### src/rtl/alu_pipe.sv
// alu_pipe: two-stage pipelined ALU with valid/ready handshakes on both
// sides, registered status flags and an accumulator that can stand in for
// operand A so dependent operations chain back-to-back without stalling.
// The opcode package is shared with the register file.

package ALU_REGFILE_Defs;
   typedef enum logic [2:0] {
      ADD_OP   = 3'd0,
      SUB_OP   = 3'd1,
      SUBA_OP  = 3'd2,
      ORAB_OP  = 3'd3,
      ANDAB_OP = 3'd4,
      NOTAB_OP = 3'd5,
      EXOR_OP  = 3'd6,
      EXNOR_OP = 3'd7
   } aluop_t;
endpackage : ALU_REGFILE_Defs

module alu_pipe
   import ALU_REGFILE_Defs::*;
#(
   parameter int ALU_WIDTH = 8
) (
   input  logic                 Clock,
   input  logic                 Reset,
   input  logic                 In_Valid,
   output logic                 In_Ready,
   input  logic [ALU_WIDTH-1:0] A_In,
   input  logic [ALU_WIDTH-1:0] B_In,
   input  logic                 Carry_In,
   input  aluop_t               Opcode,
   input  logic                 Use_Acc,
   input  logic                 Acc_Clear,
   output logic                 Out_Valid,
   input  logic                 Out_Ready,
   output logic [ALU_WIDTH:0]   ALU_Out,
   output logic                 Zero,
   output logic                 Negative,
   output logic                 Overflow,
   output logic [ALU_WIDTH-1:0] Acc_Out
);

   localparam int W = ALU_WIDTH;

   // Stage 1: captured request
   logic         r_s1_valid;
   logic [W-1:0] r_s1_a;
   logic [W-1:0] r_s1_b;
   logic         r_s1_cin;
   aluop_t       r_s1_op;
   logic         r_s1_use_acc;

   // Stage 2: registered result, flags and accumulator
   logic         r_s2_valid;
   logic [W:0]   r_alu_out;
   logic         r_zero;
   logic         r_negative;
   logic         r_overflow;
   logic [W-1:0] r_acc;

   // Handshake
   logic         w_s2_ready;
   logic         w_s1_adv;
   logic         w_in_ready;
   logic         w_s1_load;

   // Datapath
   logic [W-1:0] w_op_a;
   logic [W-1:0] w_op_b_add;
   logic         w_cin_eff;
   logic         w_is_arith;
   logic [W:0]   w_sum;
   logic [W:0]   w_result;
   logic         w_zero;
   logic         w_negative;
   logic         w_overflow;

   // Handshake: S2 can take a new result when empty or draining this cycle;
   // S1 can take a new request when empty or moving forward this cycle.
   always_comb begin
      w_s2_ready = !r_s2_valid || Out_Ready;
      w_s1_adv   = r_s1_valid && w_s2_ready;
      w_in_ready = !r_s1_valid || w_s1_adv;
      w_s1_load  = In_Valid && w_in_ready;
   end

   // Operand selection, W+1-bit arithmetic, logic ops and flag derivation
   // for the request held in S1. The accumulator read here is the value
   // before this edge's update, which is what makes chaining hazard-free.
   // NOTE: every signal gets a default before the case so no path infers a latch.
   always_comb begin
      w_op_a     = r_s1_use_acc ? r_acc : r_s1_a;
      w_op_b_add = r_s1_b;
      w_cin_eff  = r_s1_cin;
      w_is_arith = 1'b0;
      w_result   = '0;

      case (r_s1_op)
         ADD_OP: begin
            w_is_arith = 1'b1;
         end
         SUB_OP: begin
            w_op_b_add = ~r_s1_b;
            w_is_arith = 1'b1;
         end
         SUBA_OP: begin
            w_op_b_add = ~r_s1_b;
            w_cin_eff  = !r_s1_cin;
            w_is_arith = 1'b1;
         end
         default: ;
      endcase

      // Carry out lands in bit W, so nothing is lost on wrap-around.
      w_sum = {1'b0, w_op_a} + {1'b0, w_op_b_add} + {{W{1'b0}}, w_cin_eff};

      case (r_s1_op)
         ADD_OP, SUB_OP, SUBA_OP: w_result = w_sum;
         ORAB_OP:                 w_result = {1'b0, w_op_a | r_s1_b};
         ANDAB_OP:                w_result = {1'b0, w_op_a & r_s1_b};
         NOTAB_OP:                w_result = {1'b0, ~w_op_a & r_s1_b};
         EXOR_OP:                 w_result = {1'b0, w_op_a ^ r_s1_b};
         EXNOR_OP:                w_result = {1'b0, w_op_a ~^ r_s1_b};
         default:                 w_result = '0;
      endcase

      w_zero     = (w_result[W-1:0] == '0);
      w_negative = w_result[W-1];
      w_overflow = w_is_arith
                   && (w_op_a[W-1] == w_op_b_add[W-1])
                   && (w_result[W-1] != w_op_a[W-1]);
   end

   // S1 occupancy: set on accept, cleared when the request moves into S2.
   // NOTE: sequential state uses non-blocking assignments so all registers sample pre-edge values.
   always_ff @(posedge Clock) begin
      if (Reset) begin
         r_s1_valid <= 1'b0;
      end else if (w_s1_load) begin
         r_s1_valid <= 1'b1;
      end else if (w_s1_adv) begin
         r_s1_valid <= 1'b0;
      end
   end

   // S1 payload capture on accept.
   // NOTE: payload registers are not reset; r_s1_valid alone qualifies them.
   always_ff @(posedge Clock) begin
      if (w_s1_load) begin
         r_s1_a       <= A_In;
         r_s1_b       <= B_In;
         r_s1_cin     <= Carry_In;
         r_s1_op      <= Opcode;
         r_s1_use_acc <= Use_Acc;
      end
   end

   // S2: load result and flags on transfer, hold while stalled, empty on drain.
   always_ff @(posedge Clock) begin
      if (Reset) begin
         r_s2_valid <= 1'b0;
         r_alu_out  <= '0;
         r_zero     <= 1'b0;
         r_negative <= 1'b0;
         r_overflow <= 1'b0;
      end else if (w_s1_adv) begin
         r_s2_valid <= 1'b1;
         r_alu_out  <= w_result;
         r_zero     <= w_zero;
         r_negative <= w_negative;
         r_overflow <= w_overflow;
      end else if (Out_Ready) begin
         r_s2_valid <= 1'b0;
      end
   end

   // Accumulator: follows every S2 load; a clear wins over a same-edge load.
   always_ff @(posedge Clock) begin
      if (Reset || Acc_Clear) begin
         r_acc <= '0;
      end else if (w_s1_adv) begin
         r_acc <= w_result[W-1:0];
      end
   end

   assign In_Ready  = w_in_ready;
   assign Out_Valid = r_s2_valid;
   assign ALU_Out   = r_alu_out;
   assign Zero      = r_zero;
   assign Negative  = r_negative;
   assign Overflow  = r_overflow;
   assign Acc_Out   = r_acc;

endmodule : alu_pipe

### config.mk
export PLATFORM = sky130hd
export DESIGN_NAME = alu_pipe
export DESIGN_NICKNAME = d
export VERILOG_FILES = /design/src/rtl/alu_pipe.sv
export SDC_FILE = /design/constraint.sdc
export NUM_CORES = 1
export LEC_CHECK = 0
export ABC_AREA = 1
export CORE_ASPECT_RATIO = 0.6
export CORE_UTILIZATION = 49
export DETAILED_ROUTE_END_ITERATION = 10
export GPL_ROUTABILITY_DRIVEN = 0
export GPL_TIMING_DRIVEN = 0
export PLACE_DENSITY_LB_ADDON = 0.15
export SYNTH_ARGS = -nofsm -noshare
export SYNTH_HDL_FRONTEND = slang
export SYNTH_SLANG_ARGS = --single-unit
### constraint.sdc
create_clock -name Clock -period 3.15 [get_ports Clock]
set_clock_uncertainty 0.15 [all_clocks]
set_input_delay 0.4725 -clock Clock [delete_from_list [all_inputs] [get_ports Clock]]
set_output_delay 0.4725 -clock Clock [all_outputs]
set_load 0.03 [all_outputs]
==> results_tabular.tex <==
\begin{tabular}{lr}
\hline
Metric & Value \\
\hline
\multicolumn{2}{l}{\textbf{STA}} \\
Setup violation total in the final timing report & 0 \\
Final hold violation count & 0 \\
Fin. max-slew vios & 0 \\
Shortest clock period the worst path allows after layout & 2.93 ns \\
Headroom to the max-slew limit & 50.2\% \\
Peak Freq & 341 MHz \\
Setup TNS Final & 0 ns \\
Worst-case hold slack & 0.318 ns \\
Unrepaired setup endpoints after global routing & no \\
Actual transition at the worst max-transition pin & 0.747 ns \\
Final WS setup & 0.217 ns \\
Period utilisation layout & 93.1\% \\
\multicolumn{2}{l}{\textbf{Detailed routing}} \\
First-pass iteration count of the detailed router & 5 \\
Via-to-Cell Ratio & 5.24 \\
Aggregate routed wire length & 6.38 mm \\
Number of vias in the routed layout & 2499 \\
Iteration-0 DRC Markers & 163 \\
Post-detailed-route wirelength per cell & 13.4 um \\
Remaining antenna violation count after routing & 0 \\
Remaining routing DRC violations & 0 \\
\multicolumn{2}{l}{\textbf{Cells and area}} \\
Number of nets at the end of the flow & 453 \\
FF+latch area & 0.00105 mm\^{}2 \\
Layout area overhead & 26.2\% \\
Area of all placed cells without fillers & 0.00332 mm\^{}2 \\
Total of fill cells in the finished design & 459 \\
Total area of multi-input combinational cells & 0.00136 mm\^{}2 \\
Most common library cell in the layout ignoring fill and taps & sky130\_fd\_sc\_hd\_\_nand2\_1 \\
Fraction of layout instances using a drive strength above 1 & 8.27\% \\
Antenna diodes & 0 \\
Top library cells by usage in the layout, fill and taps aside & sky130\_fd\_sc\_hd\_\_nand2\_1, sky130\_fd\_sc\_hd\_\_inv\_1, sky130\_fd\_sc\_hd\_\_clkdlybuf4s50\_1 \\
\multicolumn{2}{l}{\textbf{GRT}} \\
Pin count of the biggest net entering global routing & 22 \\
Wire length of the first global-routing pass & 10.2 mm \\
Number of antenna violations at the first check in global routing & 0 \\
Total routing resource utilization after global routing & 23.4\% \\
Total gr overflow & 0 \\
Via count of the first global-routing pass & 2103 \\
\multicolumn{2}{l}{\textbf{Critical path}} \\
Critical path type & reg2reg \\
Delay of the slowest critical-path stage & 0.43 ns \\
Critical-path maximum fanout & 8 \\
Sequence of cells on the critical path & buf\_4, nand2\_4, nand2\_4, inv\_6, o21ai\_4, xor2\_1, fa\_2, inv\_2, fa\_2, inv\_1, nand2\_1, nand2\_2, nand3\_1, nor2\_1, nand3\_1, a21oi\_2 \\
Number of buffer and inverter stages on the critical path & 4 \\
Max stage delay cell, worst path & sky130\_fd\_sc\_hd\_\_fa\_2 \\
R2R Setup Slk & 0.22 ns \\
Worst EP arrival & 3.02 ns \\
Worst Setup Start Kind & register \\
WP data required & 3.24 ns \\
Worst Setup End Kind & register \\
Family with the most delay on the worst path & adder cells \\
\multicolumn{2}{l}{\textbf{Placement}} \\
Cell area after placement & 0.00319 mm\^{}2 \\
Buffers added on ports & 47 \\
HPWL after detailed placement & 5.10 mm \\
Pre-CTS setup slack & -0.240 ns \\
\multicolumn{2}{l}{\textbf{Die}} \\
Core ar. & 0.00510 mm\^{}2 \\
Y dimension of the die & 58.8 um \\
Die Outline Area & 0.00568 mm\^{}2 \\
Std-Cell Rows & 20 \\
Initial cell density of the core & 51.6\% \\
Total I/O pin count & 48 \\
Die X & 96.7 um \\
\multicolumn{2}{l}{\textbf{Power}} \\
Fraction of power spent switching nets & 33.5\% \\
PnR Total Power & 1.39 mW \\
Leakage component of the power & 1.47 nW \\
VDD IR-drop max & 0.210 mV \\
Total internal power & 925 uW \\
Switching power of the nets & 466 uW \\
Total power divided by cell area & 419 mW/mm\^{}2 \\
Combinational group share of total power & 29.2\% \\
Sequential Power Share & 44.7\% \\
Clock network fraction of design power & 26.1\% \\
\multicolumn{2}{l}{\textbf{Clock tree}} \\
CTS sink count & 42 \\
Clock buffers created by TritonCTS & 5 \\
Clk root buf & sky130\_fd\_sc\_hd\_\_clkbuf\_8 \\
H-Tree Depth & 2 \\
Clock tree buffer depth & 2 \\
Register clock-pin slew on the reported worst setup and hold paths & 0.09 ns \\
Clock tree from TritonCTS & built \\
Worst-skew pair later-pin latency & 0.30 ns \\
Hold-fix buffers, CTS & 0 \\
\multicolumn{2}{l}{\textbf{Worst hold path}} \\
Path class of the lowest-slack min-delay path & reg2reg \\
\multicolumn{2}{l}{\textbf{Run status}} \\
Result of the run & finished, final reports clean \\
\multicolumn{2}{l}{\textbf{Synthesis}} \\
Syn avg cell area & 7.44 um\^{}2 \\
Mux share of post-synthesis cell area & 0.760\% \\
Leading register cell type out of synthesis & sky130\_fd\_sc\_hd\_\_edfxtp\_1 \\
Combinational family with the most area after synthesis & simple AND/OR/NAND/NOR gates \\
Number of enable-type register cells in the synthesized netlist & 21 \\
Simple-gate area share of the yosys netlist & 28.1\% \\
Number of cells produced by synthesis & 354 \\
Synthesized cell area & 0.00263 mm\^{}2 \\
Xor-xnor portion of the synthesized cell area & 3.33\% \\
Number of warning messages in the yosys log & 0 \\
Synth Area in Compound Gates & 9.74\% \\
Synth cell types & 32 \\
Sequential area share after synthesis & 39.9\% \\
Flip-flop and latch count after synthesis & 42 \\
Share of async-settable or async-resettable flops after synthesis & 0\% \\
Post-synthesis share of cell area spent on full adders, half adders and majority gates & 8.65\% \\
Net count after synthesis & 397 \\
\multicolumn{2}{l}{\textbf{Run}} \\
Count of max-cap constraint violations & 0 \\
\hline
\end{tabular}
-- stage by stage --
| step | utilization, % | std cells |
|---|---|---|
| after floorplan | - | 354 |
| after global placement | 62.4 | 467 |
| after detailed placement | 62.4 | 467 |
| after CTS | 64.7 | 475 |
| after global routing | 65.1 | 477 |
| final | 65.1 | 477 |
-- worst min-delay path: cells and delay by family (launching register included) --
family           cells  cell delay, ns
flip-flops           1            0.31
AND/OR/NAND/NOR      1            0.06
AO/OA/AOI/OAI        1            0.06
-- kinds of logic (layout without fill, tap and decap cells) --
family / after synthesis / count (layout)
adder cells (fa/ha/maj): 17 / 17
multiplexers: 2 / 2
buffers and inverters: 61 / 118
XOR/XNOR: 10 / 10
AND/OR/NAND/NOR: 177 / 177
flip-flops: 42 / 42
AO/OA/AOI/OAI: 45 / 45
-- area by class of cell --
cell class / count / share of cell area (%)
clock buffers: 5 / 2.07
well taps: 66 / 2.48
flip-flops and latches: 42 / 31.6
inverters: 52 / 6.02
multi-input cells: 251 / 40.8
repair buffers: 49 / 14.6
plain buffers: 9 / 1.69
clock inverters: 3 / 0.678
-- Yosys cell counts, types with 3 or more instances --
cell type	number	share of area, %
sky130_fd_sc_hd__nand3_1	30	5.7
sky130_fd_sc_hd__edfxtp_1	21	24
sky130_fd_sc_hd__xor2_1	8	2.7
sky130_fd_sc_hd__nor2_1	31	4.4
sky130_fd_sc_hd__o21ai_0	5	0.95
sky130_fd_sc_hd__inv_1	48	6.8
sky130_fd_sc_hd__inv_2	4	0.57
sky130_fd_sc_hd__o21ai_1	5	0.95
sky130_fd_sc_hd__nand4_1	3	0.71
sky130_fd_sc_hd__nor3_1	4	0.76
sky130_fd_sc_hd__clkbuf_1	3	0.43
sky130_fd_sc_hd__o21ai_2	3	1.0
sky130_fd_sc_hd__a21oi_1	24	4.6
sky130_fd_sc_hd__buf_4	4	1.1
sky130_fd_sc_hd__nand2_1	102	15
sky130_fd_sc_hd__o211ai_1	3	0.86
sky130_fd_sc_hd__ha_1	15	7.1
sky130_fd_sc_hd__dfxtp_1	21	16
sky130_fd_sc_hd__nand2_2	3	0.71
-- state kept, by name, indices dropped and copies added, names as in the netlist --
name,flops
r_s1_cin,1
Zero,1
Acc_Out,8
Out_Valid,1
r_s1_valid,1
r_s1_b,8
r_s1_a,8
ALU_Out,9
Overflow,1
r_s1_use_acc,1
r_s1_op,3
-- worst paths after layout --
| path | cells past startpoint | start | end |
|---|---|---|---|
| setup / recovery | 16 | r_s1_op[1]$_DFFE_PP_ | Zero$_SDFFE_PP0P_ |
| hold / removal | 2 | ALU_Out[5]$_SDFFE_PP0P_ | ALU_Out[5]$_SDFFE_PP0P_ |
| setup reg to reg | 16 | r_s1_op[1]$_DFFE_PP_ | Zero$_SDFFE_PP0P_ |
| hold reg to reg | 2 | ALU_Out[5]$_SDFFE_PP0P_ | ALU_Out[5]$_SDFFE_PP0P_ |
-- routing by layer --
layer,GRT usage (%),wire [um]
met2,34.8,2620
met3,4.28,483
met4,3.84,34
met5,0,0
met1,35.9,3240
-- power groups by stage --
stage | logic (mW) | registers (mW) | clock network, mW
3_3_place_gp | 0.378 | 0.633 | 0
6_report | 0.406 | 0.622 | 0.363
5_1_grt | 0.451 | 0.625 | 0.396
4_1_cts | 0.396 | 0.622 | 0.370
2_1_floorplan | 0.245 | 0.653 | 0
3_5_place_dp | 0.389 | 0.634 | 0
-- what timing repair did --
item,CTS,global route
setup endpoints to repair,9,3
setup buffers,0,2
gates resized for setup,6,3
Note: power is estimated with default switching activity, not from simulation.
==> RTL edit (same settings) <==
Change the parameter `ALU_WIDTH` from 8 to 10.
--- a/src/rtl/alu_pipe.sv
+++ b/src/rtl/alu_pipe.sv
@@ -19,7 +19,7 @@
 module alu_pipe
    import ALU_REGFILE_Defs::*;
 #(
-   parameter int ALU_WIDTH = 8
+   parameter int ALU_WIDTH = 10
 ) (
    input  logic                 Clock,
    input  logic                 Reset,
Interface: changed (resized ALU_Out, A_In, Acc_Out and B_In); port bits go from 48 to 56. No check against the original RTL was run, so the function may have changed too.
==> RTL edit against the unedited design <==
- routed wire length grew 38%
- cell count grew 27%
- sequential cell count is 8 higher
- area after synthesis up 22%
- worst setup slack got worse by 180 ps
- final area rose by 28%
- maximum frequency decreased by 5.7%
- synthesized cell count is 27% higher
- power increased by 30%
- critical path type unchanged
- largest cell class unchanged
- largest power group unchanged
- highest routed layer unchanged
==> RTL edit: results (changes against the unedited design) <==
| Metric | Value |
|---|---|
| Synth Area in Compound Gates | 8.78% (was 9.74%) |
| Detailed placement HPWL | 6660 um (was 5100 um) |
| Worst Setup SP | r_s1_op[0] (was r_s1_op[1]) |
| Reg2Reg Setup Slack | 40 ps (was 220 ps) |
| Synth Net Count | 499 (was 397) |
| Mux cell area share after synthesis | 0% (was 0.760%) |
| Synth Area in Adders | 8.66% (was 8.65%) |
| Sequential cell area fraction in the yosys report | 39.0% (was 39.9%) |
| Max FO, Critical Path | 5 (was 8) |
| Synth area leaders | edfxtp_1 (23%), nand2_1 (17%), dfxtp_1 (16%) (was edfxtp_1 (24%), dfxtp_1 (16%), nand2_1 (15%)) |
| GRT met2 Usage | 41.6% (was 34.8%) |
| WL per Instance | 14.5 um (was 13.4 um) |
| Critical path data arrival time | 3210 ps (was 3020 ps) |
| Number of diodes | 0 (unchanged) |
| Slew HR | 31.9% (was 50.2%) |
| Detailed Route WL | 8810 um (was 6380 um) |
| Vias per cell | 5.28 (was 5.24) |
| Switching Share | 33.8% (was 33.5%) |
| Met3 usage | 5.84% (was 4.28%) |
| Worst path max stage delay | 480 ps (was 430 ps) |
| Async set-reset flop share out of synthesis | 0% (unchanged) |
| Post-Synth XOR/XNOR Area | 3.55% (was 3.33%) |
| Worst reg2reg path depth | 17 (was 16) |
| Htree depth | 2 (unchanged) |
| Largest net degree at the start of global routing | 26 (was 22) |
| Hold path depth | 2 (unchanged) |
| Status | completed (unchanged) |
| Fillers | 566 (was 459) |
| Pleak | 1.90 nW (was 1.47 nW) |
| MaxCap Viol Count | 0 (unchanged) |
| Bufs on Longest Clock Path | 2 (unchanged) |
| Cells after synthesis | 448 (was 354) |
| Cell Area, Placed | 3850 um2 (was 3190 um2) |
| TritonCTS buffer count | 5 (unchanged) |
| Int Pwr | 0.00120 W (was 0.000925 W) |
| Routing usage on met1 | 35.4% (was 35.9%) |
| Placed cells | 586 (was 467) |
| Max reg flops | 11 (was 9) |
| Min-delay worst type | register to register (unchanged) |
| Combinational Power Share | 32.8% (was 29.2%) |
| First-pass GRT wire length | 13500 um (was 10200 um) |
| Fmax | 322 MHz (was 341 MHz) |
| CTS Root Cell | clkbuf_8 (unchanged) |
| Pre-CTS setup slack | -509 ps (was -240 ps) |
| Clock Latency Late Sink | 320 ps (was 300 ps) |
| DRT Pass-1 Iters | 5 (unchanged) |
| Peak supply drop | 0.255 mV (was 0.210 mV) |
| Post-synth EDFFs | 25 (was 21) |
| Netlist cell types | 27 (was 32) |
| Slowest library cell on the worst path | edfxtp_1 (was fa_2) |
| Nets@finish | 574 (was 453) |
| PortBufs | 54 (was 47) |
| P_seq | 0.000739 W (was 0.000622 W) |
| Reg2reg start | r_s1_op[0] (was r_s1_op[1]) |
| Post-synth top cells | nand2_1 (146), inv_1 (64), nor2_1 (43) (was nand2_1 (102), inv_1 (48), nor2_1 (31)) |
| First DRT Iteration DRCs | 271 (was 163) |
| Vias in the first global route | 2870 (was 2103) |
| Layout cells sized above 1 | 13.4% (was 8.27%) |
| Total Routing Usage GR | 25.7% (was 23.4%) |
| Yosys Warn Count | 0 (unchanged) |
[RTL edit: cell count changes after synthesis, sizes merged, moves of 3 or more]
cell    before  now
nand4        3    9
nor2        32   44
ha          15   19
nand2      105  147
xor2         8   12
inv         52   64
dfxtp       21   25
edfxtp      21   25
clkbuf       3    6
a21oi       25   32
[RTL edit: how the worst min path moves through the flow]
stage / start / end / slack, ps
global route: ALU_Out[7] / ALU_Out[7] / 340
finish: ALU_Out[3] / ALU_Out[3] / 320
floorplan: r_s1_valid / Out_Valid / 300
global placement: ALU_Out[10] / ALU_Out[10] / 300
CTS: ALU_Out[6] / ALU_Out[6] / 320
detailed placement: Overflow / Overflow / 310
[RTL edit: timing repair]
item	4_1_cts	5_1_grt
pin swaps	3	23
resized for setup	12	42
setup buffers	5	10
setup endpoints to repair	12	9
[RTL edit: critical path: cells and delay by family, from the launching register on]
kind / cells / cell delay (ps)
compound gates: 1 / 150
flops: 1 / 480
fa+ha+maj: 2 / 800
simple gates: 9 / 930
buf+inv: 4 / 420
xor+xnor: 1 / 120
[RTL edit: final cells by class]
type | instances | area [um2] | share of cell area [%]
plain buffers | 12 | 86.3 | 2.03
clock buffers | 5 | 68.8 | 1.62
clock inverters | 3 | 43.8 | 1.03
inverters | 65 | 246 | 5.81
multi-input cells | 320 | 1780 | 41.9
flip-flops and latches | 50 | 1250 | 29.5
well taps | 84 | 105 | 2.48
repair buffers | 69 | 664 | 15.7
[RTL edit: per-layer routing]
| metal | wire length, um | vias to the layer above |
|---|---|---|
| li1 | - | 1575 |
| met1 | 3890 | 1465 |
| met2 | 3950 | 153 |
| met3 | 874 | 15 |
| met4 | 101 | 0 |
| met5 | 0 | - |
